### src/rtl/paint_pkg.sv
// Shared types and defaults for the paint pixel responder.
// Op encodings, FSM states and the latched command bundle.
package paint_pkg;

   localparam int H_RES_DEF     = 640;
   localparam int V_RES_DEF     = 480;
   localparam int WE_CYCLES_DEF = 2;
   localparam int RD_CYCLES_DEF = 2;

   localparam int CW = 10;
   localparam int DW = 16;
   localparam int AW = 20;

   typedef enum logic {
      OP_WRITE = 1'b0,
      OP_READ  = 1'b1
   } op_e;

   typedef enum logic [2:0] {
      S_IDLE,
      S_WAIT,
      S_ADDR,
      S_WE,
      S_HOLD,
      S_RD,
      S_ACK
   } state_e;

   typedef struct packed {
      op_e           op;
      logic [CW-1:0] x;
      logic [CW-1:0] y;
      logic [DW-1:0] color;
   } cmd_t;

endpackage

### src/rtl/pixel_addr_gen.sv
// Registered frame-buffer word address: y*H_RES + x.
// The 640-wide case uses two shifts instead of a multiplier.
module pixel_addr_gen
   import paint_pkg::*;
#(
   parameter int H_RES = H_RES_DEF
) (
   input  logic          clk,
   input  logic          reset_n,
   input  logic [CW-1:0] x,
   input  logic [CW-1:0] y,
   output logic [AW-1:0] addr
);

   logic [AW-1:0] sum;

   generate
      if (H_RES == 640) begin : g_shift
         // 640 = 512 + 128
         always_comb begin
            sum = ({10'd0, y} << 9) + ({10'd0, y} << 7) + {10'd0, x};
         end
      end else begin : g_mul
         // generic width-exact product
         always_comb begin
            sum = 20'(32'(y) * 32'(H_RES) + 32'(x));
         end
      end
   endgenerate

   // register the address so it is stable by the ADDR state
   always_ff @(posedge clk) begin
      if (!reset_n) addr <= '0;
      else          addr <= sum;
   end

endmodule

### src/rtl/paint_pixel_responder.sv
// Nios paint-command responder: one SRAM pixel access per
// 4-phase req/ack handshake, shared SRAM with VGA scan-out.
module paint_pixel_responder
   import paint_pkg::*;
#(
   parameter int H_RES     = H_RES_DEF,
   parameter int V_RES     = V_RES_DEF,
   parameter int WE_CYCLES = WE_CYCLES_DEF,
   parameter int RD_CYCLES = RD_CYCLES_DEF
) (
   input  logic          clk,
   input  logic          reset_n,
   input  logic          cmd_req,
   input  logic          cmd_op,
   input  logic [CW-1:0] cmd_x,
   input  logic [CW-1:0] cmd_y,
   input  logic [DW-1:0] cmd_color,
   output logic          cmd_ack,
   output logic          cmd_err,
   output logic [DW-1:0] rd_color,
   input  logic          mem_busy,
   output logic [AW-1:0] sram_addr,
   output logic [DW-1:0] sram_dq_out,
   output logic          sram_dq_oe,
   input  logic [DW-1:0] sram_dq_in,
   output logic          sram_ce_n,
   output logic          sram_oe_n,
   output logic          sram_we_n,
   output logic          sram_ub_n,
   output logic          sram_lb_n
);

   localparam logic [7:0] WE_LAST = 8'(WE_CYCLES - 1);
   localparam logic [7:0] RD_LAST = 8'(RD_CYCLES - 1);

   state_e     state;
   state_e     state_nx;
   cmd_t       cmd_q;
   logic [7:0] cnt;
   logic       out_of_range;
   logic       is_wr;

   assign is_wr        = (cmd_q.op == OP_WRITE);
   assign out_of_range = ({22'd0, cmd_q.x} >= 32'(H_RES))
                      || ({22'd0, cmd_q.y} >= 32'(V_RES));
   assign sram_dq_out  = cmd_q.color;

   pixel_addr_gen #(
      .H_RES (H_RES)
   ) u_addr (
      .clk     (clk),
      .reset_n (reset_n),
      .x       (cmd_q.x),
      .y       (cmd_q.y),
      .addr    (sram_addr)
   );

   // state register
   always_ff @(posedge clk) begin
      if (!reset_n) state <= S_IDLE;
      else          state <= state_nx;
   end

   // command latch, shared strobe counter, error and read result
   always_ff @(posedge clk) begin
      if (!reset_n) begin
         cmd_q    <= '0;
         cnt      <= '0;
         cmd_err  <= 1'b0;
         rd_color <= '0;
      end else begin
         if (state == S_IDLE && cmd_req) begin
            cmd_q   <= {op_e'(cmd_op), cmd_x, cmd_y, cmd_color};
            cmd_err <= 1'b0;
         end
         if (state == S_WAIT && out_of_range)
            cmd_err <= 1'b1;
         if (state == S_ADDR)
            cnt <= '0;
         else if (state == S_WE || state == S_RD)
            cnt <= cnt + 8'd1;
         if (state == S_RD && cnt == RD_LAST)
            rd_color <= sram_dq_in;
      end
   end

   // next state and SRAM strobes decoded from the current state
   always_comb begin
      state_nx   = state;
      cmd_ack    = 1'b0;
      sram_ce_n  = 1'b1;
      sram_oe_n  = 1'b1;
      sram_we_n  = 1'b1;
      sram_ub_n  = 1'b1;
      sram_lb_n  = 1'b1;
      sram_dq_oe = 1'b0;
      unique case (1'b1)
         (state == S_IDLE): begin
            if (cmd_req) state_nx = S_WAIT;
         end
         (state == S_WAIT): begin
            if (out_of_range)   state_nx = S_ACK;
            else if (!mem_busy) state_nx = S_ADDR;
         end
         (state == S_ADDR): begin
            sram_ce_n  = 1'b0;
            sram_ub_n  = 1'b0;
            sram_lb_n  = 1'b0;
            sram_dq_oe = is_wr;
            state_nx   = is_wr ? S_WE : S_RD;
         end
         (state == S_WE): begin
            sram_ce_n  = 1'b0;
            sram_ub_n  = 1'b0;
            sram_lb_n  = 1'b0;
            sram_we_n  = 1'b0;
            sram_dq_oe = 1'b1;
            if (cnt == WE_LAST) state_nx = S_HOLD;
         end
         (state == S_HOLD): begin
            sram_ce_n  = 1'b0;
            sram_ub_n  = 1'b0;
            sram_lb_n  = 1'b0;
            sram_dq_oe = 1'b1;
            state_nx   = S_ACK;
         end
         (state == S_RD): begin
            sram_ce_n = 1'b0;
            sram_ub_n = 1'b0;
            sram_lb_n = 1'b0;
            sram_oe_n = 1'b0;
            if (cnt == RD_LAST) state_nx = S_ACK;
         end
         (state == S_ACK): begin
            cmd_ack = 1'b1;
            if (!cmd_req) state_nx = S_IDLE;
         end
         default: state_nx = S_IDLE;
      endcase
   end

endmodule
### config.mk
export PLATFORM = sky130hd
export DESIGN_NAME = paint_pixel_responder
export DESIGN_NICKNAME = d
export VERILOG_FILES = /design/src/rtl/paint_pkg.sv /design/src/rtl/pixel_addr_gen.sv /design/src/rtl/paint_pixel_responder.sv
export SDC_FILE = /design/constraint.sdc
export NUM_CORES = 1
export LEC_CHECK = 0
export CELL_PAD_IN_SITES_DETAIL_PLACEMENT = 1
export CELL_PAD_IN_SITES_GLOBAL_PLACEMENT = 2
export CORE_MARGIN = 5
export CORE_UTILIZATION = 25
export CTS_CLUSTER_DIAMETER = 100
export DETAILED_ROUTE_END_ITERATION = 7
export PLACE_DENSITY = 0.86
export SETUP_SLACK_MARGIN = 0.02
export SLEW_MARGIN = 20
export SYNTH_ARGS = -nofsm -noshare
export SYNTH_HDL_FRONTEND = slang
export SYNTH_SLANG_ARGS = --single-unit
### constraint.sdc
create_clock -name clk -period 2.8 [get_ports clk]
set_clock_uncertainty 0.2 [all_clocks]
set_input_delay 0.42 -clock clk [delete_from_list [all_inputs] [get_ports clk]]
set_output_delay 0.42 -clock clk [all_outputs]
set_load 0.01 [all_outputs]
# [Yosys cells after proc, flatten, opt, wreduce, memory -nomap -nowiden]
# Index checks and enable logic that the tools add are counted.
[classes] add_sub_neg=3 magnitude_cmp=2 n_eq_ne=12 muxes=15 n_bitwise=2 reduce_logical=11
[ops] op="$mux W3" count=7
[ops] op="$pmux W3 S7" count=1
[ops] op="$add A19 B17 Y20" count=1
[ops] op="$add A20 B10 Y20" count=1
[ops] op="$ge A10 B10 Y1 const B" count=1
[ops] op="$ge A10 B9 Y1 const B" count=1
[ops] op="$eq A3 B3 Y1 const B" count=3
[ops] op="$add A8 B1 Y8 const B" count=1
[ops] op="$eq A8 B1 Y1 const B" count=1
[ops] op="$eq A3 B2 Y1 const B" count=2
[ops] op="$mux W1" count=6
[ops] op="$reduce_and A5 Y1" count=1
[ops] op="$ne A2 B1 Y1 const B" count=2
[ops] op="$ne A2 B2 Y1 const B" count=2
[ops] op="$reduce_or A2 Y1" count=2
[ops] op="$reduce_or A4 Y1" count=1
[ops] op="$eq A3 B1 Y1 const B" count=1
[ops] op="$logic_and A1 B1 Y1" count=3
[ops] op="$logic_not A3 Y1" count=1
[ops] op="$ne A3 B3 Y1 const B" count=1
[ops] op="$logic_or A1 B1 Y1" count=2
[ops] op="$not A1 Y1" count=2
[ops] op="$pmux W1 S2" count=1
[ops] op="$reduce_bool A2 Y1" count=1
[word_totals] reg_bits=85 out_inout_bits=60 wordCells=54

# [Longest topological paths before layout]
[logic_depth] depth_word=4 ltp_mapped=9 ltp_nobuf=9

# [By module]
# A second synthesis with hierarchy kept.
[unflattened] hier_cells=443 area_unflattened_um2=4176.5
[modules_own_cells] module="paint_pixel_responder" instances=1 cells_per_inst=316 area_per_inst_um2=2915.3 seq_area_each_um2=1301.2
[modules_own_cells] module="pixel_addr_gen" instances=1 cells_per_inst=127 area_per_inst_um2=1261.2 seq_area_each_um2=400.4

# [Worst setup path after synthesis]
# Ideal clock, no wire load.
[synth_timing] path_kind="register -> register" start="register cmd_q[16] (netlist name)" end="register u_addr.addr[17]" arrival_ns=2.260 t_required_ns=2.485 slack_ns=0.225 stages_incl_launch_ff=10 path_buffers=0 synth_period_minus_slack_ns=2.575 path_cell_list="dfxtp_1 -> inv_1 -> fa_1 -> inv_1 -> ha_1 -> a211oi_1 -> o21bai_1 -> a221o_1 -> xor2_1 -> and2_1"
[synth_via] elab_chain_len=2
[synth_lines] element="start: declaration" line_no="paint_pixel_responder.sv:38" text="cmd_t cmd_q;"
[synth_lines] element="start signal: assignment" line_no="paint_pixel_responder.sv:73" text="cmd_q <= {op_e'(cmd_op), cmd_x, cmd_y, cmd_color};"
[synth_lines] element="$add A19 B17 Y20" line_no="pixel_addr_gen.sv:21" text="sum = ({10'd0, y} << 9) + ({10'd0, y} << 7) + {10'd0, x};"
[synth_lines] element="$add A20 B10 Y20" line_no="pixel_addr_gen.sv:21"
[synth_lines] element="end signal: assignment" line_no="pixel_addr_gen.sv:34" text="else addr <= sum;"
[synth_lines] element="end: declaration" line_no="pixel_addr_gen.sv:12" text="output logic [AW-1:0] addr"
# No other way between the ends.
# A chain may end at the register's enable or synchronous reset.

# [Worst setup path in the final report]
# Same ends and word-level chain as after synthesis.

==> flow_metrics.tcl <==
set metrics [dict create \
    status "complete, no violations" \
    drc 0 \
    grtUsageMet2_pct 20.32 \
    rsz0062_at_grt "no" \
    timing.rr.start "cmd_q[16]" \
    worst_ep_required_time_ns 2.83 \
    cts_buffers 9 \
    rows 45 \
    drv_cap 0 \
    grt-ovfl-total 0 \
    rrSetupSlack_ns 0.15 \
    initial_utilization_pct 25.49 \
    clockBufferDepth 2 \
    power.density_nw_per_um2 683.2 \
    tightest_slew_ns 0.5434 \
    end_kind "flop" \
    synth_edf_count 0 \
    grt_antenna_before_repair 1 \
    port_buffers 116 \
    max-slew-margin-rel_pct 63.20 \
    hpwl_um 8146 \
    syn_to_final_growth_pct 39.63 \
    hp-class "flop to flop" \
    synthDistinctLibCells 42 \
    fin_setup_tns_ns 0 \
    holdPathStages 1 \
    grt_pass1_wl_um 17800 \
    yosys_most_used_dff "dfxtp_1" \
    num_vias 3230 \
    finalHoldViolCount 0 \
    reg2reg_to "u_addr.addr[17]" \
    clock-root-buffer "clkbuf_16" \
    syn-num-nets 502 \
    slew_viol_final 0 \
    crit_type "flop to flop" \
    reg2reg_depth 9 \
    wire_per_inst_um 14.96 \
    wl_um 10940 \
    nets 596 \
    cts_max_level 3 \
    core_um2 15260 \
    syn_area_um2 3890 \
    cp_max_fo 3 \
    min_to "u_addr.addr[5]" \
    syn_avg_cell_area_um2 9.218 \
    grt_max_degree 48 \
    async_flop_share_pct 0 \
    ys_seq_area_share_pct 43.74 \
    path_clk_slew_ns 0.06 \
    synth-seq-cells 85 \
    gp_congestion 0.8038 \
    grtUsageMet1_pct 14.94 \
    ant_nets 0 \
    cts_hold_buffers 0 \
    max_freq_mhz 376.8 \
    drtIter0Drc 86 \
    insertedDiodeCount 0 \
    yosys_warnings 0 \
    syn-instance-count 422 \
    top_usage_layer "met2" \
    num-fill-cells 1729 \
    io_pins 117 \
    irDropWorstVdd_uv 316.0 \
    avgViaCountPerCell 4.419 \
    fin_crit_sh_pct 94.77 \
    post-cts-setup-buffer-count 0 \
    worstHoldStart "cmd_q[31]" \
    timing.hold.ws_ns 0.2595 \
    crit_arrival_ns 2.68 \
    drive_above_1_share_pct 5.000 \
    grtUsageTotal_pct 12.31 \
    clock-sinks 85 \
    dieWidth_um 134.7 \
    cts_tree "yes" \
    dr.pass1.iters 4 \
    final-setup-viol-count 0 \
    grt_pass1_vias 3468 \
    p_leak_nw 2.220 \
    insertion_delay_ns 0.34 \
    layout_min_cycle_time_ns 2.654 \
    grtUsageMet3_pct 3.577 \
    startpoint_type "flop" \
    dieArea_um2 18150 \
    fp.dieH_um 134.7 \
]
[sequential cells by signal, indices dropped and copies added (netlist names)]
signal	count
cmd_err	1
cmd_q	21
cnt	8
u_addr.addr	20
state	3
sram_dq_out	16
rd_color	16
[placed cells by master, fill, tap and decap left out, types with 3 or more instances in the layout]
master           netlist  layout
nor2b_1               19      19
xnor2_1                6       6
ha_1                  21      21
a21boi_0              37      37
and3_1                 4       4
o21a_1                 5       5
nand4_1                4       4
nand2_1               82      82
o21ai_0               11      11
clkbuf_1               9       3
clkdlybuf4s50_1        0     115
clkbuf_16              0       9
buf_4                 18       6
a21oi_1                6       5
a211oi_1               5       3
and2_1                19      19
nor2_1                14      14
a21o_1                 3       3
inv_1                  9       9
xor2_1                 7       7
mux2i_1               17      17
dfxtp_1               85      85
[synthesized netlist by cell type, types with 3 or more instances]
cell type / instances / area (um^2)
mux2i_1: 17 / 170.2
buf_4: 18 / 135.1
a21boi_0: 37 / 277.8
xnor2_1: 6 / 52.55
clkbuf_1: 9 / 33.78
and3_1: 4 / 25.02
nand2_1: 82 / 307.8
o21a_1: 5 / 37.54
o21bai_1: 3 / 22.52
o21ai_0: 11 / 55.05
buf_2: 8 / 40.04
xor2_1: 7 / 61.31
nor2_1: 14 / 52.55
and2_1: 19 / 118.9
a21oi_1: 6 / 30.03
ha_1: 21 / 262.8
nand4_1: 4 / 25.02
nor2b_1: 19 / 118.9
dfxtp_1: 85 / 1702
a21o_1: 3 / 22.52
a211oi_1: 5 / 37.54
inv_1: 9 / 33.78
[cells by family (layout without fill, tap and decap cells)]
| logic type | after synthesis | count (layout) | share of synthesized area, % |
|---|---|---|---|
| compound gates | 80 | 80 | 14.60 |
| flops | 85 | 85 | 43.74 |
| buf+inv | 48 | 146 | 7.012 |
| fa+ha+maj | 23 | 23 | 7.784 |
| mux | 17 | 17 | 4.374 |
| xor+xnor | 13 | 13 | 2.927 |
| simple gates | 156 | 156 | 19.56 |
[report_power, final]
group | switching (mW) | internal [mW] | total, mW
combinational | 0.531 | 0.497 | 1.03
clock | 0.479 | 0.737 | 1.22
sequential | 0.111 | 1.36 | 1.47
[cell type report]
| class | instances | area [um^2] | area share [%] |
|---|---|---|---|
| clock buffer | 14 | 264.0 | 4.861 |
| clock inverter | 1 | 30.03 | 0.5529 |
| inverter | 9 | 33.78 | 0.6220 |
| multi-input combinational | 289 | 1937 | 35.66 |
| sequential | 85 | 1702 | 31.33 |
| tap | 211 | 264.0 | 4.861 |
| timing repair buffer | 122 | 1201 | 22.11 |
[per-stage QoR]
stage               instances  instance area [um^2]  utilization (%)  setup slack, ns  power, mW
floorplan                 422                  3890                -           0.2255      2.100
global placement          716                  5116            33.53           0.1057      2.488
detailed placement        716                  5116            33.53          0.04646      2.527
CTS                       731                  5410            35.46          0.02372      3.780
global route              731                  5431            35.60          0.03435      3.940
finish                    731                  5431            35.60           0.1464      3.711
[timing repair]
item | in CTS | in global routing
endpoints found under the setup margin | 0 | 5
hold endpoints to repair | 0 | 0
gates resized for setup | 0 | 5
[worst max path at each step]
stage,startpoint,to,slack (ns)
after floorplan,cmd_q[16],u_addr.addr[17],0.23
after global placement,cmd_q[16],u_addr.addr[17],0.11
after detailed placement,cmd_q[16],u_addr.addr[17],0.05
after CTS,cmd_q[16],u_addr.addr[17],0.02
after global routing,cmd_q[16],u_addr.addr[16],0.03
final,cmd_q[16],u_addr.addr[17],0.15
[layer usage]
layer	vias up	part of all wire [%]	wire (um)
li1	1583	-	-
met4	2	1.9	207
met1	1538	43	4715
met2	91	48	5290
met5	-	0.12	13
met3	16	6.5	711
[worst max-delay path, stage by stage, from the launching register on]
cell and delay [ns]:
dfxtp_1 0.36, inv_1 0.07, fa_1 0.53, inv_1 0.07, ha_1 0.32, a211oi_2 0.24
o21bai_2 0.12, a221o_1 0.33, xor2_1 0.14, and2_1 0.15
(Power assumes the default switching activity.)
